$ cat config.mk
export PLATFORM = sky130hd
export DESIGN_NAME = fft16_output_serializer_flat
export DESIGN_NICKNAME = d
export VERILOG_FILES = /design/src/rtl/fft16_output_serializer_pkg.sv /design/src/rtl/fft16_output_serializer_if.sv /design/src/rtl/fft16_output_serializer_bank.sv /design/src/rtl/fft16_output_serializer.sv /design/src/flat_wrapper.sv
export SDC_FILE = /design/constraint.sdc
export NUM_CORES = 1
export LEC_CHECK = 0
export ABC_AREA = 1
export BUFFER_PORTS_ARGS = -buffer_cell sky130_fd_sc_hd__buf_2
export CAP_MARGIN = 20
export CORE_MARGIN = 2
export CORE_UTILIZATION = 50
export CTS_CLUSTER_SIZE = 10
export DETAILED_ROUTE_END_ITERATION = 7
export GPL_ROUTABILITY_DRIVEN = 1
export PLACE_DENSITY = 0.76
export SYNTH_ARGS = -nofsm -noshare
export SYNTH_HDL_FRONTEND = slang
export SYNTH_SLANG_ARGS = --single-unit
export TNS_END_PERCENT = 20
$ cat constraint.sdc
create_clock -name clk -period 3.81 [get_ports clk]
set_input_delay 1.143 -clock clk [delete_from_list [all_inputs] [get_ports clk]]
set_output_delay 1.143 -clock clk [all_outputs]
set_load 0.02 [all_outputs]
$ cat src/rtl/fft16_output_serializer_pkg.sv
// Shared FFT constants, serializer state encoding and bit-reversal helper.
package fft_pkg;

  localparam int unsigned WIDTH = 16;
  localparam int unsigned N     = 16;
  localparam int unsigned AW    = $clog2(N);

  typedef enum logic [0:0] {
    IDLE   = 1'b0,
    STREAM = 1'b1
  } state_t;

  // Reverse the low aw bits of idx; bits above aw come back as zero.
  function automatic logic [31:0] bitrev(input logic [31:0] idx, input int unsigned aw);
    logic [31:0] r;
    r = '0;
    for (int unsigned i = 0; i < 32; i++) begin
      if (i < aw) r[5'(i)] = idx[5'(aw - 1 - i)];
    end
    return r;
  endfunction

endpackage

$ cat src/rtl/fft16_output_serializer_if.sv
// Capture-side and stream-side handshake bundle of the output serializer.
interface fft16_output_serializer_if #(
  parameter int unsigned WIDTH = 16,
  parameter int unsigned N     = 16
);
  localparam int unsigned AW = $clog2(N);

  logic                 cap_valid;
  logic                 cap_ready;
  logic [N*WIDTH-1:0]   yr_in;
  logic [N*WIDTH-1:0]   yi_in;
  logic                 out_valid;
  logic                 out_ready;
  logic [AW-1:0]        out_addr;
  logic [WIDTH-1:0]     yr_out;
  logic [WIDTH-1:0]     yi_out;
  logic                 out_last;
  logic                 busy;

  // Serializer view.
  modport slave (
    input  cap_valid, yr_in, yi_in, out_ready,
    output cap_ready, out_valid, out_addr, yr_out, yi_out, out_last, busy
  );

  // Producer/consumer view.
  modport master (
    output cap_valid, yr_in, yi_in, out_ready,
    input  cap_ready, out_valid, out_addr, yr_out, yi_out, out_last, busy
  );
endinterface

$ cat src/rtl/fft16_output_serializer_bank.sv
// N-entry complex register file: frame-wide load, one indexed read port.
module fft_capture_bank #(
  parameter int unsigned WIDTH = 16,
  parameter int unsigned N     = 16
) (
  input  logic                   clk,
  input  logic                   rst,
  input  logic                   i_load,
  input  logic [N*WIDTH-1:0]     i_yr,
  input  logic [N*WIDTH-1:0]     i_yi,
  input  logic [$clog2(N)-1:0]   i_raddr,
  output logic [WIDTH-1:0]       o_yr,
  output logic [WIDTH-1:0]       o_yi
);

  logic [WIDTH-1:0] r_yr [N];
  logic [WIDTH-1:0] r_yi [N];

  // Whole-frame capture; reset clears every slot.
  always_ff @(posedge clk or negedge rst) begin
    if (!rst) begin
      for (int i = 0; i < int'(N); i++) begin
        r_yr[i] <= '0;
        r_yi[i] <= '0;
      end
    end else if (i_load) begin
      for (int i = 0; i < int'(N); i++) begin
        r_yr[i] <= i_yr[i*WIDTH +: WIDTH];
        r_yi[i] <= i_yi[i*WIDTH +: WIDTH];
      end
    end
  end

  assign o_yr = r_yr[i_raddr];
  assign o_yi = r_yi[i_raddr];

endmodule

$ cat src/rtl/fft16_output_serializer.sv
// Captures one FFT result frame and streams it out one bin per beat.
module fft16_output_serializer #(
  parameter int unsigned WIDTH       = fft_pkg::WIDTH,
  parameter int unsigned N           = fft_pkg::N,
  parameter int unsigned BIT_REVERSE = 1
) (
  input  logic                          clk,
  input  logic                          rst,
  fft16_output_serializer_if.slave      bus
);
  import fft_pkg::*;

  localparam int unsigned AW = $clog2(N);

  state_t        r_state;
  state_t        w_state_nxt;
  logic [AW-1:0] r_cnt;
  logic [AW-1:0] w_cnt_nxt;
  logic [AW-1:0] w_raddr;
  logic          w_load;
  logic          w_cap_ready;
  logic          w_out_valid;
  logic          w_last;

  // State and bin counter registers.
  always_ff @(posedge clk or negedge rst) begin
    if (!rst) begin
      r_state <= IDLE;
      r_cnt   <= '0;
    end else begin
      r_state <= w_state_nxt;
      r_cnt   <= w_cnt_nxt;
    end
  end

  // Next state, counter and handshake decode; last-beat handshake may reload in place.
  always_comb begin
    w_state_nxt = r_state;
    w_cnt_nxt   = r_cnt;
    w_load      = 1'b0;
    w_cap_ready = 1'b0;
    w_out_valid = 1'b0;
    w_last      = 1'b0;
    case (r_state)
      IDLE: begin
        w_cap_ready = 1'b1;
        if (bus.cap_valid) begin
          w_load      = 1'b1;
          w_cnt_nxt   = '0;
          w_state_nxt = STREAM;
        end
      end
      STREAM: begin
        w_out_valid = 1'b1;
        w_last      = (r_cnt == AW'(N - 1));
        if (bus.out_ready) begin
          if (!w_last) begin
            w_cnt_nxt = r_cnt + AW'(1);
          end else begin
            w_cap_ready = 1'b1;
            w_cnt_nxt   = '0;
            if (bus.cap_valid) w_load = 1'b1;
            else               w_state_nxt = IDLE;
          end
        end
      end
      default: begin
        w_state_nxt = IDLE;
        w_cnt_nxt   = '0;
      end
    endcase
  end

  assign w_raddr = (BIT_REVERSE != 0) ? AW'(bitrev(32'(r_cnt), AW)) : r_cnt;

  fft_capture_bank #(
    .WIDTH (WIDTH),
    .N     (N)
  ) u_bank (
    .clk     (clk),
    .rst     (rst),
    .i_load  (w_load),
    .i_yr    (bus.yr_in),
    .i_yi    (bus.yi_in),
    .i_raddr (w_raddr),
    .o_yr    (bus.yr_out),
    .o_yi    (bus.yi_out)
  );

  assign bus.cap_ready = w_cap_ready;
  assign bus.out_valid = w_out_valid;
  assign bus.out_addr  = r_cnt;
  assign bus.out_last  = w_last;
  assign bus.busy      = (r_state == STREAM);

endmodule

$ cat src/flat_wrapper.sv
// flat-port wrapper written by rule: the top's interface ports become plain ports
module fft16_output_serializer_flat import fft_pkg::*;
#(
  parameter int unsigned WIDTH       = fft_pkg::WIDTH,
  parameter int unsigned N           = fft_pkg::N,
  parameter int unsigned BIT_REVERSE = 1
)
  (clk, rst, bus_cap_valid, bus_yr_in, bus_yi_in, bus_out_ready, bus_cap_ready, bus_out_valid, bus_out_addr, bus_yr_out, bus_yi_out, bus_out_last, bus_busy);
  fft16_output_serializer_if #(.WIDTH(WIDTH), .N(N)) bus_i ();
  input  logic clk;
  input  logic rst;
  input wire logic [$bits(bus_i.cap_valid)-1:0] bus_cap_valid;
  input wire logic [$bits(bus_i.yr_in)-1:0] bus_yr_in;
  input wire logic [$bits(bus_i.yi_in)-1:0] bus_yi_in;
  input wire logic [$bits(bus_i.out_ready)-1:0] bus_out_ready;
  output wire logic [$bits(bus_i.cap_ready)-1:0] bus_cap_ready;
  output wire logic [$bits(bus_i.out_valid)-1:0] bus_out_valid;
  output wire logic [$bits(bus_i.out_addr)-1:0] bus_out_addr;
  output wire logic [$bits(bus_i.yr_out)-1:0] bus_yr_out;
  output wire logic [$bits(bus_i.yi_out)-1:0] bus_yi_out;
  output wire logic [$bits(bus_i.out_last)-1:0] bus_out_last;
  output wire logic [$bits(bus_i.busy)-1:0] bus_busy;
  assign bus_i.cap_valid = bus_cap_valid;
  assign bus_i.yr_in = bus_yr_in;
  assign bus_i.yi_in = bus_yi_in;
  assign bus_i.out_ready = bus_out_ready;
  assign bus_cap_ready = bus_i.cap_ready;
  assign bus_out_valid = bus_i.out_valid;
  assign bus_out_addr = bus_i.out_addr;
  assign bus_yr_out = bus_i.yr_out;
  assign bus_yi_out = bus_i.yi_out;
  assign bus_out_last = bus_i.out_last;
  assign bus_busy = bus_i.busy;
  fft16_output_serializer #(.WIDTH(WIDTH), .N(N), .BIT_REVERSE(BIT_REVERSE)) u_core (.clk(clk), .rst(rst), .bus(bus_i));
endmodule
---- Yosys cells after proc, flatten, opt, wreduce, memory -nomap -nowiden ----
Cells that the tools add are included.
word-level totals
  register bits ........................... 517
  output and inout port bits .............. 40
operators by class
  $add $sub $neg .......................... 1
  order comparisons ....................... 1
  eq/ne operators ......................... 3
  muxes and demuxes ....................... 22
  bitwise gates (word level) .............. 2
  reductions and logical operators ........ 1
operators with widths
  kind                                                           number
  16-bit binary-select mux with 4-bit select                     2
  16-bit 2-to-1 mux                                              4
  4-bit 2-to-1 mux                                               3
  1-bit 2-to-1 mux                                               9
  4-bit case mux with 2 select lines                             1
  1-bit case mux with 2 select lines                             3
  5-bit >= comparator, second input constant                     1
  4-bit NOT with 5-bit output                                    1
  4-bit by 1-bit adder with 4-bit output, second input constant  1
  4-bit == test, second input constant                           1
  2-bit inequality test, second input constant                   2
  2-bit AND reduction                                            1
  1-bit NOT                                                      1

---- Logic depth before layout (Yosys ltp) ----
Gate-level depths: netlist of the first run.
  depth in word-level cells ............... 4
  gate-level depth with buffers ........... 10
  depth with buffers taken out ............ 7

---- Hierarchy ----
Synthesis of the first run repeated with hierarchy kept, for this count alone.
second synthesis, totals
  cells, all modules ...................... 3,300
  area total of the unflattened synthesis .. 25,280.5 µm²
modules (own cells, without submodules)
  module                   times used  cells each  area an instance (µm²)  sequential area each (µm²)
  fft_capture_bank         1           3,263       24,986.5                12,812.3
  fft16_output_serializer  1           37          294.0                   125.1

---- Worst setup path after synthesis of the first run ----
No wires, ideal clock.
  path kind ............................... input to output
  start ................................... input port bus_out_ready
  end ..................................... output port bus_cap_ready
  arrival ................................. 1.708 ns
  slack ................................... 0.959 ns
  cell stages on the path ................. 4
  buffers on the path ..................... 2
  cells stage by stage .................... inv_1 > o21ai_2 > buf_4 > buf_2
on the way
  word-level cells in the longest chain between the ends .. 2
RTL lines
  item                                RTL line                       source
  start, declared                     flat_wrapper.sv:15             input wire logic [$bits(bus_i.out_ready)-1:0] bus_out_ready;
  1-bit 2-to-1 mux                    fft16_output_serializer.sv:56  if (bus.out_ready) begin
  1-bit case mux with 2 select lines  fft16_output_serializer.sv:44  case (r_state)
  end, declared                       flat_wrapper.sv:16             output wire logic [$bits(bus_i.cap_ready)-1:0] bus_cap_ready;
No other way between the ends.

---- Worst setup path after layout of the first run ----
  start ................................... register u_core.r_cnt[2], in the netlist u_core.bus.out_addr[2]
  end ..................................... output port bus_yr_out[13]
on the way
  word-level cells in the longest chain between the ends .. 4
RTL lines
  item                                                  RTL line                            source
  start, declared                                       fft16_output_serializer.sv:17       logic [AW-1:0] r_cnt;
  start signal, assigned                                fft16_output_serializer.sv:32       r_cnt <= w_cnt_nxt;
  4-bit NOT with 5-bit output (implied by the code)     fft16_output_serializer_bank.sv:34  assign o_yr = r_yr[i_raddr];
  16-bit binary-select mux with 4-bit select            fft16_output_serializer_bank.sv:34
  16-bit 2-to-1 mux (implied by the code) (2 in a row)  fft16_output_serializer_bank.sv:34
  end, declared                                         flat_wrapper.sv:19                  output wire logic [$bits(bus_i.yr_out)-1:0] bus_yr_out;
No other way between the ends. The select of a mux whose other input is x is not followed.

==> impl_metrics.yaml, run 1 <==
worst_setup_path:
  critPathArrivalTime_ps: 2610
  cp-startpoint: "u_core.bus.out_addr[2]"
  ff2ff_path_depth: 7
  worst_r2r_startpoint: "u_core.bus.out_addr[2]"
  worstPathCellList: "buf_12 > nand3_1 > nand3_1 > nand3_1 > nand2_1 > buf_2"
  worstReg2RegEnd: "u_core.u_bank.r_yi[134]"
  critical_path.top_delay_family: "simple AND/OR/NAND/NOR gates"
  worst-path-max-fanout: 132
  crit_buf_inv: 2
  critical_path_class: "register to primary output"
  timing.critical_path.from_type: "register"
  required_ps: 2670
  worstSetupPathDepth: 6
  critical_path.slowest_cell: "sky130_fd_sc_hd__buf_12"
  critPathMaxStageDelay_ps: 550
  crit_top_cell: "sky130_fd_sc_hd__nand3_1"
  crit_path_to: "bus_yr_out[13]"
  critical_path.endpoint_type: "primary output"
  rrSetupSlack_ps: 680
timing:
  slew-limit-headroom_pct: 49.0
  fmaxAchievable_mhz: 267
  setup_viol: 0
  finClkSkew_ps: 17.1
  report.final.hold_viol_count: 0
  setup_slack_ps: 59.6
  final_period_minus_worst_setup_slack_ps: 3750
  post-route-period-util_pct: 98.4
  unrepaired_setup_endpoints_after_global_routing: "false"
  max_slew.worst_pin.slew_ps: 765
  setup_tns_ps: 0
  slew_violations: 0
layout:
  fin_util_pct: 59.9
  area_growth_syn_to_layout_pct: 18.2
  layout.cells.non_filler: 4910
  net_count_reported_at_finish: 4720
  filler_cell_count: 4934
  share_of_post_route_cells_with_drive_strength_above_1_pct: 16.6
power:
  leakage_nw: 18.2
  netSwitchingFraction_pct: 43.0
  power_frac_clock_pct: 19.6
  power.ir.vdd_worst_mv: 0.465
  seq_power_share_pct: 37.4
  p_per_area_nw_per_um2: 810
  totalPowerFinal_mw: 25.6
  p_int_mw: 14.6
  net-switching-power_mw: 11.0
  power_frac_comb_pct: 43.0
place:
  detailedPlace.worstSlack_ps: 496
  io_buffer_count: 555
  place_congestion: 0.933
  post-place-cells: 4824
  place.detailed.hpwl_um: 60600
clock_network:
  cts_htree_levels: 2
  clkSlewWorstSetupHoldPaths_ps: 60
  cts_buffers: 59
  ctsRootBufferMaster: "sky130_fd_sc_hd__clkbuf_16"
  clock_tree.buffer_depth: 3
  clock_sink_count: 517
  clock_tree_from_tritoncts: "done"
  post_cts_hold_buffer_count: 0
  clk_latency_ps: 600
grt:
  grt_antenna_before_repair: 6
  grt_util_met1_pct: 46.1
  remaining_global_route_overflow: 0
  globalRouteMet2Util_pct: 47.4
  grt_pass1_vias: 24600
  grt_start_max_net_pins: 159
  globalRouteTotalUtil_pct: 31.8
  global_route.peak_usage_layer: "met2"
  global_route_wire_length_before_repair_um: 138000
  met3_usage_in_global_routing_pct: 5.28
yosys:
  synth-seq-cells: 517
  seq_area_frac_synth_pct: 48.4
  syn-num-nets: 4315
  synthesis.area_per_instance_um2: 7.04
  synth_area_um2: 26700
  netlist_instances: 3798
  ys_types: 17
  ys.warnings.count: 0
detailed_routing:
  number_of_design_rule_violations_left_by_the_first_detailed_router_iteration: 3068
  drt_pass1_iterations: 6
  wl_per_cell_um: 18.1
  route.detailed.vias_per_inst: 5.36
  ant_nets: 0
  finalWirelength_um: 89000
  drc_errors: 0
  route.vias.total: 26300
floorplan:
  initial_utilization_pct: 50.7
  num_rows: 84
  die_width_um: 235
  core_um2: 52800
  io_pins: 556
  fp.dieArea_um2: 55400
  fp.dieH_um: 235
flow_run:
  maxCapViolations: 0
worst_hold_path:
  hp-class: "register to register"
  hold_start: "u_core.u_bank.r_yi[96]"
run_status:
  outcome: "finished clean"
## how the worst min path moves through the flow
stage                                    endpoint  slack, ps  depth (start not counted)
after floorplan             u_core.u_bank.r_yi[0]        440                          2
after global placement    u_core.u_bank.r_yi[119]        450                          2
after detailed placement  u_core.u_bank.r_yi[212]        460                          2
after CTS                 u_core.u_bank.r_yi[168]        470                          2
after global routing       u_core.u_bank.r_yi[30]        480                          2
final                      u_core.u_bank.r_yi[96]        470                          2
## worst register-to-register path, stage by stage, from the launching register on
cell                      delay, ps
sky130_fd_sc_hd__dfrtp_4        450
sky130_fd_sc_hd__buf_12         550
sky130_fd_sc_hd__nand3_2        260
sky130_fd_sc_hd__o21ai_4        470
sky130_fd_sc_hd__buf_12         450
sky130_fd_sc_hd__buf_4          640
sky130_fd_sc_hd__nand3_1        160
sky130_fd_sc_hd__nand2_1        100
## kinds of logic after synthesis
family	after synthesis	share of synthesized area, %
and+or+nand+nor	2602	40.7
buffers and inverters	670	10.6
DFF	517	48.4
AOI/OAI and AO/OA	6	0.126
xor gates and xnor gates	2	0.0655
adders and majority gates	1	0.0468
## repair_timing
| action | in CTS | in global routing |
|---|---|---|
| cloned | 2 | 0 |
| setup buffers | 1 | 3 |
| setup endpoints to repair | 17 | 16 |
| resized for setup | 5 | 2 |
| hold endpoints to repair | 0 | 0 |
## synthesized netlist by cell type (all sizes together)
| cell type | count | share of area [%] |
|---|---|---|
| a21oi | 1 | 0.019 |
| buf | 182 | 3.8 |
| clkbuf | 96 | 1.3 |
| clkinv | 2 | 0.028 |
| dfrtp | 517 | 48 |
| ha | 1 | 0.047 |
| inv | 390 | 5.5 |
| nand2 | 1702 | 24 |
| nand3 | 899 | 17 |
| nor2 | 1 | 0.014 |
| o21ai | 5 | 0.11 |
| xor2 | 2 | 0.066 |
## per-layer routing
| layer | up-vias | part of all wire, % |
|---|---|---|
| met4 | 2 | 4.2 |
| li1 | 12500 | - |
| met1 | 12300 | 43 |
| met5 | - | 0.0079 |
| met3 | 203 | 9.0 |
| met2 | 1241 | 44 |
## state kept, by name, summed over array words and instances, names as in the netlist
register / count
u_core.bus.busy: 1
u_core.u_bank.r_yi: 256
u_core.u_bank.r_yr: 256
u_core.bus.out_addr: 4
## cell type report
cell class	instances	area, µm²	area share (%)
timing repair buffer	621	3700	11.7
tap	688	861	2.72
clock inverter	3	18.8	0.0594
clock buffer	73	1580	5.00
timing repair inverter	1	8.76	0.0277
antenna	4	10.0	0.0317
inverter	392	1490	4.72
sequential	517	12900	41.0
multi-input combinational	2611	11000	34.7
## power by group through the flow
stage          Combinational [mW]  Sequential, mW  Clock, mW
2_1_floorplan                7.42            9.16          0
3_3_place_gp                 10.4            9.51          0
3_5_place_dp                 10.6            9.56          0
4_1_cts                      10.8            9.53       5.06
5_1_grt                      12.3            9.87       5.28
6_report                     11.0            9.57       5.02
## placed cells by master, fill, tap and decap left out
cell type	netlist	final
sky130_fd_sc_hd__nand2_1	1702	1701
sky130_fd_sc_hd__nand3_1	898	898
sky130_fd_sc_hd__a21oi_1	1	1
sky130_fd_sc_hd__inv_2	0	1
sky130_fd_sc_hd__inv_6	0	3
sky130_fd_sc_hd__nand2_4	0	1
sky130_fd_sc_hd__buf_8	0	2
sky130_fd_sc_hd__buf_6	4	2
sky130_fd_sc_hd__dfrtp_2	0	1
sky130_fd_sc_hd__clkinv_1	2	1
sky130_fd_sc_hd__o21ai_0	4	4
sky130_fd_sc_hd__clkbuf_8	0	5
sky130_fd_sc_hd__bufbuf_16	0	1
sky130_fd_sc_hd__xor2_1	2	2
sky130_fd_sc_hd__buf_16	0	2
sky130_fd_sc_hd__o21ai_4	0	1
sky130_fd_sc_hd__buf_2	121	553
sky130_fd_sc_hd__clkinv_2	0	2
sky130_fd_sc_hd__nor2_1	1	1
sky130_fd_sc_hd__nand3_2	1	1
sky130_fd_sc_hd__buf_12	0	27
sky130_fd_sc_hd__clkbuf_16	0	59
sky130_fd_sc_hd__ha_1	1	1
sky130_fd_sc_hd__diode_2	0	4
sky130_fd_sc_hd__dfrtp_4	0	3
sky130_fd_sc_hd__clkbuf_1	96	9
sky130_fd_sc_hd__buf_4	40	34
sky130_fd_sc_hd__inv_1	390	388
sky130_fd_sc_hd__inv_16	0	1
sky130_fd_sc_hd__dfrtp_1	517	513
## per-stage QoR
step,area [µm²],hold WS (ps)
finish,31600,466
global route,31600,485
CTS,31500,472
detailed placement,29900,458
global placement,29900,454
floorplan,26700,442
No activity file was read; power rests on OpenSTA's default activity.
==> run 2: changes to the inputs <==
GPL_ROUTABILITY_DRIVEN = default   (was 1)
clock period = 3.7 ns   (was 3.81 ns; I/O delays follow)
==> run 2 against run 1 <==
Net effect:
- the flow now finishes with violations (negative setup slack)
- clock power is 5.0% higher
- sequential cell count stayed put
- setup slack worse by 71 ps
- final area is 0.67% higher
- combinational power is 6% higher
- clock skew is 5.1 ps higher
- non-clock buffer count is 3 higher
==> impl_metrics.yaml, run 2 (synthesis gave the netlist of run 1 again) <==
run_status:
  outcome: "complete, but fails checks"
  failed_checks: "negative setup slack"
grt:
  global_route_wire_length_before_repair_um: 138000
  grt_antenna_before_repair: 11
  grt_start_max_net_pins: 205
  globalRouteTotalUtil_pct: 31.6
  remaining_global_route_overflow: 0
  grt_pass1_vias: 24600
timing:
  finClkSkew_ps: 22.2
  post-route-period-util_pct: 100
  slew-limit-headroom_pct: 32.6
  setup_tns_ps: -11.2
  unrepaired_setup_endpoints_after_global_routing: "true"
  setup_slack_ps: -11.2
  report.final.hold_viol_count: 0
  setup_viol: 1
  max_slew.worst_pin.slew_ps: 1010
  slew_violations: 0
  fmaxAchievable_mhz: 269
  final_period_minus_worst_setup_slack_ps: 3710
layout:
  mostFrequentLayoutCell: "sky130_fd_sc_hd__nand2_1"
  net_count_reported_at_finish: 4723
  area_growth_syn_to_layout_pct: 18.9
  final_cell_mix: "1,698 x sky130_fd_sc_hd__nand2_1, 888 x sky130_fd_sc_hd__nand3_1, 553 x sky130_fd_sc_hd__buf_2"
  filler_cell_count: 4889
  layout.cells.non_filler: 4919
  share_of_post_route_cells_with_drive_strength_above_1_pct: 17.0
  fin_util_pct: 60.3
clock_network:
  clock_tree_from_tritoncts: "done"
  clock_sink_count: 517
  post_cts_hold_buffer_count: 0
  clk_latency_ps: 620
  cts_htree_levels: 2
  cts_buffers: 59
  ctsRootBufferMaster: "sky130_fd_sc_hd__clkbuf_16"
  clock_tree.buffer_depth: 3
  clkSlewWorstSetupHoldPaths_ps: 60
detailed_routing:
  route.detailed.vias_per_inst: 5.37
  finalWirelength_um: 90900
  drc_errors: 0
  wl_per_cell_um: 18.5
  number_of_design_rule_violations_left_by_the_first_detailed_router_iteration: 3065
  drt_pass1_iterations: 6
  route.vias.total: 26400
  ant_nets: 0
power:
  leakage_nw: 18.3
  power.ir.vdd_worst_mv: 0.511
  p_per_area_nw_per_um2: 843
worst_setup_path:
  crit_buf_inv: 3
  worstPathCellList: "inv_4 > buf_12 > nand3_1 > nand3_1 > nand3_1 > nand2_1 > buf_2"
  critical_path.endpoint_type: "primary output"
  critical_path_class: "register to primary output"
  critical_path.slowest_cell: "sky130_fd_sc_hd__dfrtp_4"
  required_ps: 2590
  worst-path-max-fanout: 62
  critPathArrivalTime_ps: 2600
  critPathMaxStageDelay_ps: 510
  crit_top_cell: "sky130_fd_sc_hd__nand3_1"
  critical_path.top_delay_family: "buffers and inverters"
  timing.critical_path.from_type: "register"
place:
  io_buffer_count: 555
  place.detailed.hpwl_um: 60600
  post-place-cells: 4821
  place_congestion: 0.936
floorplan:
  num_rows: 84
  core_um2: 52800
  initial_utilization_pct: 50.7
  die_width_um: 235
  fp.dieArea_um2: 55400
  io_pins: 556
  fp.dieH_um: 235
worst_hold_path:
  hp-class: "input port to asynchronous set/reset pin"
flow_run:
  maxCapViolations: 0
[run 2: cell types whose count changed in the layout (fill, tap and decap cells not counted), sizes merged]
cell	previous run	this run
inv	393	392
diode	4	8
bufbuf	1	0
clkinv	3	4
clkbuf	73	79
[run 2: path summary, 6_finish.rpt]
path | from | to | slack [ps] | depth (start not counted)
setup / recovery | u_core.bus.out_addr[2] | bus_yr_out[3] | -10 | 7
hold / removal | rst | u_core.u_bank.r_yr[12] | 470 | 1
setup reg to reg | u_core.bus.out_addr[1] | u_core.u_bank.r_yr[45] | 660 | 9
hold reg to reg | u_core.u_bank.r_yr[180] | u_core.u_bank.r_yr[180] | 470 | 2
max in group asynchronous | rst | u_core.u_bank.r_yr[2] | 2220 | 3
min in group clk | u_core.u_bank.r_yr[180] | u_core.u_bank.r_yr[180] | 470 | 2
[run 2: metrics by stage]
stage | area, µm² | hold slack (ps) | power [mW] | setup WS [ps]
2_1_floorplan | 26700 | 442 | 17.1 | 915
5_1_grt | 31800 | 480 | 28.8 | -25.4
3_3_place_gp | 29800 | 453 | 20.6 | 569
4_1_cts | 31600 | 472 | 26.3 | -51.1
3_5_place_dp | 29800 | 458 | 20.9 | 547
6_report | 31800 | 465 | 26.8 | -11.2
[run 2: cell type report]
cell class,count,area [µm²],area share [%]
clock inverters,3,30.0,0.0944
flip-flops and latches,517,12900,40.7
diodes,8,20.0,0.0629
well taps,688,861,2.71
repair buffers,624,3780,11.9
multi-input cells,2611,11000,34.7
clock buffers,75,1630,5.12
inverters,392,1500,4.72
repair inverters,1,11.3,0.0354
[run 2: where the power goes]
group          switching, mW  internal [mW]
Combinational           7.77           3.91
Sequential              1.56           8.33
Clock                   2.25           3.02
Total                   11.6           15.2
[run 2: worst reg2reg max path, delay by kind of cell, from the launching register on]
family | cells | cell delay, ps
buffers and inverters | 3 | 1020
and+or+nand+nor | 4 | 860
adders and majority gates | 1 | 280
DFF | 1 | 540
AOI/OAI and AO/OA | 1 | 220
[run 2: per-layer routing]
layer	global-route usage [%]	vias up	share of wire, %
met1	45.5	12300	43
met2	45.9	1325	43
met5	0	-	0.029
li1	-	12500	-
met3	6.14	220	9.7
met4	14.9	4	4.5
[run 2: repair_timing]
action,CTS,global route
gates cloned,0,6
buffers inserted,0,6
hold endpoints to repair,0,0
setup endpoints to repair,23,32
resized for setup,14,8
